--- config.mk ---
export PLATFORM = sky130hd
export DESIGN_NAME = cpu_mem_responder
export DESIGN_NICKNAME = d
export VERILOG_FILES = /design/src/rtl/cpu_mem_responder.sv
export SDC_FILE = /design/constraint.sdc
export NUM_CORES = 2
export LEC_CHECK = 0
export CORE_ASPECT_RATIO = 1.75
export CORE_MARGIN = 4
export CORE_UTILIZATION = 55
export DETAILED_ROUTE_END_ITERATION = 6
export PLACE_DENSITY = 0.71
export SETUP_SLACK_MARGIN = 0.15
export SKIP_LAST_GASP = 1
export SLEW_MARGIN = 25
export SYNTH_ARGS = -nofsm -noshare
export SYNTH_HDL_FRONTEND = slang
export SYNTH_MEMORY_MAX_BITS = 65536
export SYNTH_SLANG_ARGS = --single-unit
--- constraint.sdc ---
create_clock -name clk -period 23.1 [get_ports clk]
set_input_delay 4.62 -clock clk [delete_from_list [all_inputs] [get_ports clk]]
set_output_delay 4.62 -clock clk [all_outputs]
set_load 0.02 [all_outputs]
--- src/rtl/cpu_mem_responder.sv ---
`default_nettype none
// ============================================================================
// Module  : cpu_mem_responder
// Brief   : Byte-wide CPU memory responder: RAM plus TX FIFO / RX / STATUS /
//           LEDS I/O window in the top four addresses, with post-reset clear.
// Rev     : 1.0  initial release
// ============================================================================
module cpu_mem_responder #(
    parameter int ADDR_WIDTH     = 9,
    parameter int FIFO_DEPTH     = 4,
    parameter int CLEAR_ON_RESET = 1
) (
    input  logic                  clk,
    input  logic                  reset,
    input  logic [ADDR_WIDTH-1:0] mem_raddr,
    output logic [7:0]            mem_data_out,
    input  logic [ADDR_WIDTH-1:0] mem_waddr,
    input  logic [7:0]            mem_data_in,
    input  logic                  mem_write,
    output logic                  mem_ready,
    output logic [7:0]            tx_data,
    output logic                  tx_valid,
    input  logic                  tx_ready,
    input  logic [7:0]            rx_data,
    input  logic                  rx_strobe,
    output logic [7:0]            leds
);

    localparam int c_DEPTH = 2 ** ADDR_WIDTH;
    localparam int c_PTR_W = $clog2(FIFO_DEPTH);
    localparam logic [c_PTR_W:0] c_FIFO_FULL = (c_PTR_W + 1)'(FIFO_DEPTH);

    typedef enum logic [0:0] {
        S_CLEAR = 1'b0,
        S_RUN   = 1'b1
    } state_t;

    state_t                  r_state;
    logic                    r_ready;
    logic [ADDR_WIDTH-1:0]   r_clr_addr;
    logic [7:0]              r_data_out;
    logic [7:0]              r_mem [0:c_DEPTH-1];

    logic [7:0]              r_fifo [0:FIFO_DEPTH-1];
    logic [c_PTR_W-1:0]      r_wr_ptr;
    logic [c_PTR_W-1:0]      r_rd_ptr;
    logic [c_PTR_W:0]        r_count;
    logic                    r_tx_overflow;

    logic [7:0]              r_rx_byte;
    logic                    r_rx_valid;
    logic                    r_rx_overrun;
    logic [7:0]              r_leds;

    logic                    w_wr_io;
    logic                    w_rd_io;
    logic                    w_wr_txdata;
    logic                    w_wr_status;
    logic                    w_wr_rxdata;
    logic                    w_wr_leds;
    logic                    w_fifo_full;
    logic                    w_fifo_empty;
    logic                    w_pop;
    logic                    w_push_ok;
    logic                    w_overflow_evt;
    logic                    w_overrun_evt;
    logic                    w_ram_we;
    logic [ADDR_WIDTH-1:0]   w_ram_addr;
    logic [7:0]              w_ram_wdata;
    logic [7:0]              w_status;
    logic [7:0]              w_rd_byte;

    // I/O window = the four addresses whose upper bits are all ones
    assign w_wr_io = &mem_waddr[ADDR_WIDTH-1:2];
    assign w_rd_io = &mem_raddr[ADDR_WIDTH-1:2];

    assign w_wr_txdata = r_ready && mem_write && w_wr_io && (mem_waddr[1:0] == 2'b00);
    assign w_wr_status = r_ready && mem_write && w_wr_io && (mem_waddr[1:0] == 2'b01);
    assign w_wr_rxdata = r_ready && mem_write && w_wr_io && (mem_waddr[1:0] == 2'b10);
    assign w_wr_leds   = r_ready && mem_write && w_wr_io && (mem_waddr[1:0] == 2'b11);

    assign w_fifo_full    = (r_count == c_FIFO_FULL);
    assign w_fifo_empty   = (r_count == '0);
    assign w_pop          = !w_fifo_empty && tx_ready;
    // A push into a full FIFO survives only if a pop frees the head slot
    assign w_push_ok      = w_wr_txdata && (!w_fifo_full || w_pop);
    assign w_overflow_evt = w_wr_txdata && w_fifo_full && !w_pop;
    assign w_overrun_evt  = rx_strobe && r_rx_valid;

    assign w_ram_we    = !reset && ((r_state == S_CLEAR) ||
                                    (r_ready && mem_write && !w_wr_io));
    assign w_ram_addr  = (r_state == S_CLEAR) ? r_clr_addr : mem_waddr;
    assign w_ram_wdata = (r_state == S_CLEAR) ? 8'h00 : mem_data_in;

    assign w_status = {3'b000, r_rx_overrun, r_tx_overflow, r_rx_valid,
                       w_fifo_empty, w_fifo_full};

    always_comb begin
        w_rd_byte = r_mem[mem_raddr];
        if (w_rd_io) begin
            case (mem_raddr[1:0])
                2'b00:   w_rd_byte = 8'h00;
                2'b01:   w_rd_byte = w_status;
                2'b10:   w_rd_byte = r_rx_byte;
                default: w_rd_byte = r_leds;
            endcase
        end
    end

    always_ff @(posedge clk) begin
        if (w_ram_we) begin
            r_mem[w_ram_addr] <= w_ram_wdata;
        end
    end

    always_ff @(posedge clk) begin
        if (w_push_ok) begin
            r_fifo[r_wr_ptr] <= mem_data_in;
        end
    end

    always_ff @(posedge clk) begin
        if (reset) begin
            r_state       <= (CLEAR_ON_RESET != 0) ? S_CLEAR : S_RUN;
            r_ready       <= 1'b0;
            r_clr_addr    <= '0;
            r_data_out    <= 8'h00;
            r_wr_ptr      <= '0;
            r_rd_ptr      <= '0;
            r_count       <= '0;
            r_tx_overflow <= 1'b0;
            r_rx_byte     <= 8'h00;
            r_rx_valid    <= 1'b0;
            r_rx_overrun  <= 1'b0;
            r_leds        <= 8'h00;
        end else begin
            case (r_state)
                S_CLEAR: begin
                    r_data_out <= 8'h00;
                    r_clr_addr <= r_clr_addr + 1'b1;
                    if (&r_clr_addr) begin
                        r_state <= S_RUN;
                        r_ready <= 1'b1;
                    end
                end
                default: begin
                    r_ready    <= 1'b1;
                    r_data_out <= r_ready ? w_rd_byte : 8'h00;
                end
            endcase

            if (w_push_ok) begin
                r_wr_ptr <= r_wr_ptr + 1'b1;
            end
            if (w_pop) begin
                r_rd_ptr <= r_rd_ptr + 1'b1;
            end
            case ({w_push_ok, w_pop})
                2'b10:   r_count <= r_count + 1'b1;
                2'b01:   r_count <= r_count - 1'b1;
                default: r_count <= r_count;
            endcase

            // New events take priority over a STATUS write clearing the flags
            if (w_overflow_evt) begin
                r_tx_overflow <= 1'b1;
            end else if (w_wr_status) begin
                r_tx_overflow <= 1'b0;
            end
            if (w_overrun_evt) begin
                r_rx_overrun <= 1'b1;
            end else if (w_wr_status) begin
                r_rx_overrun <= 1'b0;
            end

            if (rx_strobe) begin
                r_rx_byte  <= rx_data;
                r_rx_valid <= 1'b1;
            end else if (w_wr_rxdata) begin
                r_rx_valid <= 1'b0;
            end

            if (w_wr_leds) begin
                r_leds <= mem_data_in;
            end
        end
    end

    assign mem_data_out = r_data_out;
    assign mem_ready    = r_ready;
    assign tx_data      = r_fifo[r_rd_ptr];
    assign tx_valid     = !w_fifo_empty;
    assign leds         = r_leds;

endmodule
`default_nettype wire

# Word level (Yosys, flattened, before mapping)
# Memories as Yosys holds them, arrays and structs flattened. A register that Yosys moved wholly into a read port is not among the register bits.
# Cells that the tools add are included.
# classes
n_addsub	5
eq_ne	8
mux	20
bitwise	2
n_reduce_logical	32
# op_table
operator	n
$pmux 8 s3	1
$mux 8	2
$reduce_and 7->1	2
$logic_and 1x1->1	13
$mux 1	13
$reduce_bool 2->1	5
$add 9x1->9 const B	1
$mux 9	1
$reduce_and 9->1	1
$eq 2x2->1 const B	4
$eq 2x1->1 const B	3
$pmux 3 s2	1
$logic_not 1->1	5
$add 2x1->2 const B	2
$logic_not 2->1	2
$mux 2	2
$add 3x1->3 const B	1
$eq 3x3->1 const B	1
$logic_not 3->1	1
$reduce_or 3->1	1
$sub 3x1->3 const B	1
$logic_or 1x1->1	2
$not 1->1	2
# totals
register_bits	45
mem_bits_rw	4128
inputBits	39
output_inout_bits	26
memories	2
# mem_list
memory	words	width	read_ports	rd_ports_with_merged_regs	wr	line	source
r_mem	512	8	1	0	1	42	logic [7:0] r_mem [0:c_DEPTH-1];
r_fifo	4	8	1	1	1	44	logic [7:0] r_fifo [0:FIFO_DEPTH-1];

# Longest topological paths before layout
# depth
word_depth	7
ltp_mapped	14
ltp_nobuf	10

# Worst setup path before layout
# Ideal clock, no wire load.
# synth_timing
path_kind	input to register
start	input mem_data_in[0]
end	memory r_mem[0][0] (data pin)
arrival_time_ps	10987
slack_ps	10580
stages	1
cell_sequence	and2_1
# synth_between
elab_chain_len	1
# synth_rtl
item	line	source
start: declaration	18	input logic [7:0] mem_data_in,
$mux 8	93	assign w_ram_wdata = (r_state == S_CLEAR) ? 8'h00 : mem_data_in;
end: declaration	42	
# Every way passes these cells.

# Final worst setup path
# layout_timing
start	input mem_raddr[1]
end	register r_data_out[3] (netlist: mem_data_out[3])
# layout_between
elab_chain_len	3
word_cells_on_any_way	6
# layout_rtl
item	line	source
start: declaration	15	input logic [ADDR_WIDTH-1:0] mem_raddr,
parallel branches: the longest is 2 deep, another holds $mem_v2 512x8	-	
$mux 8 (*)	100	if (w_rd_io) begin
end signal: assignment	148	r_data_out <= r_ready ? w_rd_byte : 8'h00;
end: declaration	41	logic [7:0] r_data_out;
# Every way passes the cells marked *.
# A chain may end at the register's enable or synchronous reset.

==> metrics.txt <==
status finished with violations; failing checks DRC; crit path kind input port to flop; post_cts resized 0; H-Tree Depth 5; 1st-pass router iterations 7; library cells used by synthesis 73; Post-synth EDFFs about 4100; I/O Buffers 64; YS warnings 0; Final Hold Viols 0; later-pin clock latency in the skew report ~0.9 ns; Synth top area share about three quarters; Mapped Avg Cell Area roughly 21 um2; RSZ-0062 raised after global routing false; die area ~300000 um2; largest net degree at the start of global routing around 240; WL final 461000 um; Die Ht ~730 um; Worst Setup Start Kind input port; routed length per instance 38.6 um; Synth Net Count ~7700; Die Wd 419 um; Max Fanout on Critical Path 107; R2R Setup Slk between 15 and 20 ns; via density per instance about 7; final setup vio count 0; Arr. time, crit path roughly 10 ns; synthesized area 162000 um2; core area 294000 um2; Initial Util a little under three fifths; largest area contributor in the netlist edfxtp_1; Final WS setup about 13 ns; final setup TNS 0 ns; vias in the first global route slightly above 80000; Post-CTS Hold Fix Bufs 0; number of DRC markers in iteration 0 roughly 13000; Leak a little under 60 nW; PwrDens a little over 80 nW/um2; GPL Wtd Cong just under 0.9; RR Startpoint r_state$_SDFF_PP0_; top-count cell post-synth edfxtp_1; number of remaining DRC errors 10; initial antenna violation count 32; Num Clock Sinks 4175; CTS Buffer Depth 4; max_cap viols 0; Layout area overhead 9.97%; Tcrit/Tclk final a little over two fifths; I/O Pins between 60 and 70; Setup WS pre-CTS 12.20 ns; Root Buffer clkbuf_16; Crit Reg-Reg Endpoint r_mem[295][4]$_DFFE_PP_; Primary FF master, synth edfxtp_1; Hold WC Path Type flop to flop; slew margin rel. 19.0%; CP required 23.83 ns; Worst-path clk slew about 0.07 ns; hold worst-path end r_rx_byte[7]$_SDFFE_PP0P_; first-pass GRT wire length approximately 640000 um; top post-synthesis cells by count edfxtp_1, mux4_2, nor2_1, mux2i_1, nand2_1; CTS Buf Count roughly 340; nets@finish 7833; Peak VDD IR ~0.066 mV; minimum clock period between 9 and 10 ns; CTS tree built; GRT overflow 0; Reg2Reg Depth 4; async set-reset flop share out of synthesis 0%; DR vias 83200; #FFs+latches synth 4175; postcts setup bufs 0; Slew @ Worst Pin around 1.2 ns; top cells by area, synth edfxtp_1, mux4_2, mux2i_1; Syn Inst Count 7631; total power between 10 and 15 mW; layout cells sized above 1 between 20% and 30%; remaining antenna violation count after routing 0; hold path cells 2; post-synthesis sequential area ratio approximately three quarters; worst hold start r_rx_byte[7]$_SDFFE_PP0P_; Post-DP HPWL ~280000 um; Worst setup EP type flop; Final Max Slew Viols 0; # rows between 200 and 300; Achievable Freq 102 MHz; overall routing resource usage between 30% and 40%; clk_skew ~0.052 ns
through the flow:
stage / util [%] / cells / instance area, um2 / hold slack [ns]
3_3_place_gp: 56.9 / 11300 / 167000 / 0.477
4_1_cts: 60.8 / 11900 / 178000 / 0.501
2_1_floorplan: - / 7631 / 162000 / 0.456
5_1_grt: 60.8 / 11900 / 179000 / 0.531
6_report: 60.9 / 11900 / 179000 / 0.503
3_5_place_dp: 57.0 / 11300 / 167000 / 0.484
how the worst max path moves through the flow:
stage	startpoint	to	cells past startpoint
global placement	mem_raddr[0]	mem_data_out[6]$_SDFF_PP0_	11
floorplan	mem_data_in[0]	r_mem[0][0]$_DFFE_PP_	1
CTS	mem_raddr[0]	mem_data_out[6]$_SDFF_PP0_	11
global route	mem_raddr[0]	mem_data_out[6]$_SDFF_PP0_	11
finish	mem_raddr[1]	mem_data_out[3]$_SDFF_PP0_	13
detailed placement	mem_raddr[0]	mem_data_out[6]$_SDFF_PP0_	11
flip-flops by register name, summed over array words and instances, names as in the netlist, 3 cells and up, named ones only:
register and cells:
r_mem 4096, r_clr_addr 9, r_fifo 32, r_rx_byte 8, leds 8, r_count 3
mem_data_out 8
kinds of logic (layout without fill, tap and decap cells):
kind of cell | Yosys count | in the layout | synth area share [%]
DFF | 4175 | 4175 | 76.9
AOI/OAI and AO/OA | 651 | 651 | 2.79
xor gates and xnor gates | 12 | 12 | 0.0647
buffers and inverters | 487 | 908 | 1.75
muxes | 1346 | 1346 | 16.1
and+or+nand+nor | 953 | 953 | 2.39
adders and majority gates | 7 | 7 | 0.0585
other | 0 | 39 | 0
critical path, stage by stage:
cell,delay (ns)
buf_12,0.40
buf_12,0.55
buf_4,0.63
buf_4,0.76
buf_12,0.54
mux2i_1,0.30
a221oi_1,0.11
a21oi_1,0.48
o21ai_0,0.32
a22oi_1,0.31
nor2_1,0.09
o41ai_2,0.87
a41oi_1,0.09
placed cells by master (no fill, tap or decap), drive strengths merged, types with 39 or more instances in the layout:
cell type | synthesis | layout
o21ai | 104 | 104
clkbuf | 161 | 410
mux4 | 1000 | 1000
a221oi | 86 | 86
nor2 | 617 | 617
nand2 | 187 | 187
clkdlybuf4s50 | 0 | 57
dfxtp | 47 | 47
a22oi | 155 | 155
nand3 | 53 | 53
edfxtp | 4128 | 4128
a21oi | 116 | 116
mux2i | 323 | 323
buf | 307 | 220
diode | 0 | 39
clkinv | 1 | 141
report_power, final:
group / leakage (nW) / internal, mW / switching (mW)
logic: 12.4 / 0.235 / 0.426
clock network: 5.41 / 3.24 / 2.66
registers: 41.3 / 8.19 / 0.00214
routing by layer:
layer | vias to the layer above | GRT usage [%] | wire, um
li1 | 32100 | - | -
met1 | 43600 | 36.5 | 146000
met2 | 6117 | 48.4 | 226000
met3 | 1428 | 7.39 | 51500
met4 | 14 | 20.9 | 37300
met5 | - | 0 | 94
final cells by class:
cell class	instances	area, um2
Multi-Input combinational cell	2969	35100
Clock buffer	409	9070
Fill cell	20000	115000
Tap cell	3842	4810
Inverter	19	78.8
Sequential cell	4175	125000
Antenna cell	39	97.6
Clock inverter	202	1990
Timing Repair Buffer	278	2590
(Power assumes the default switching activity.)
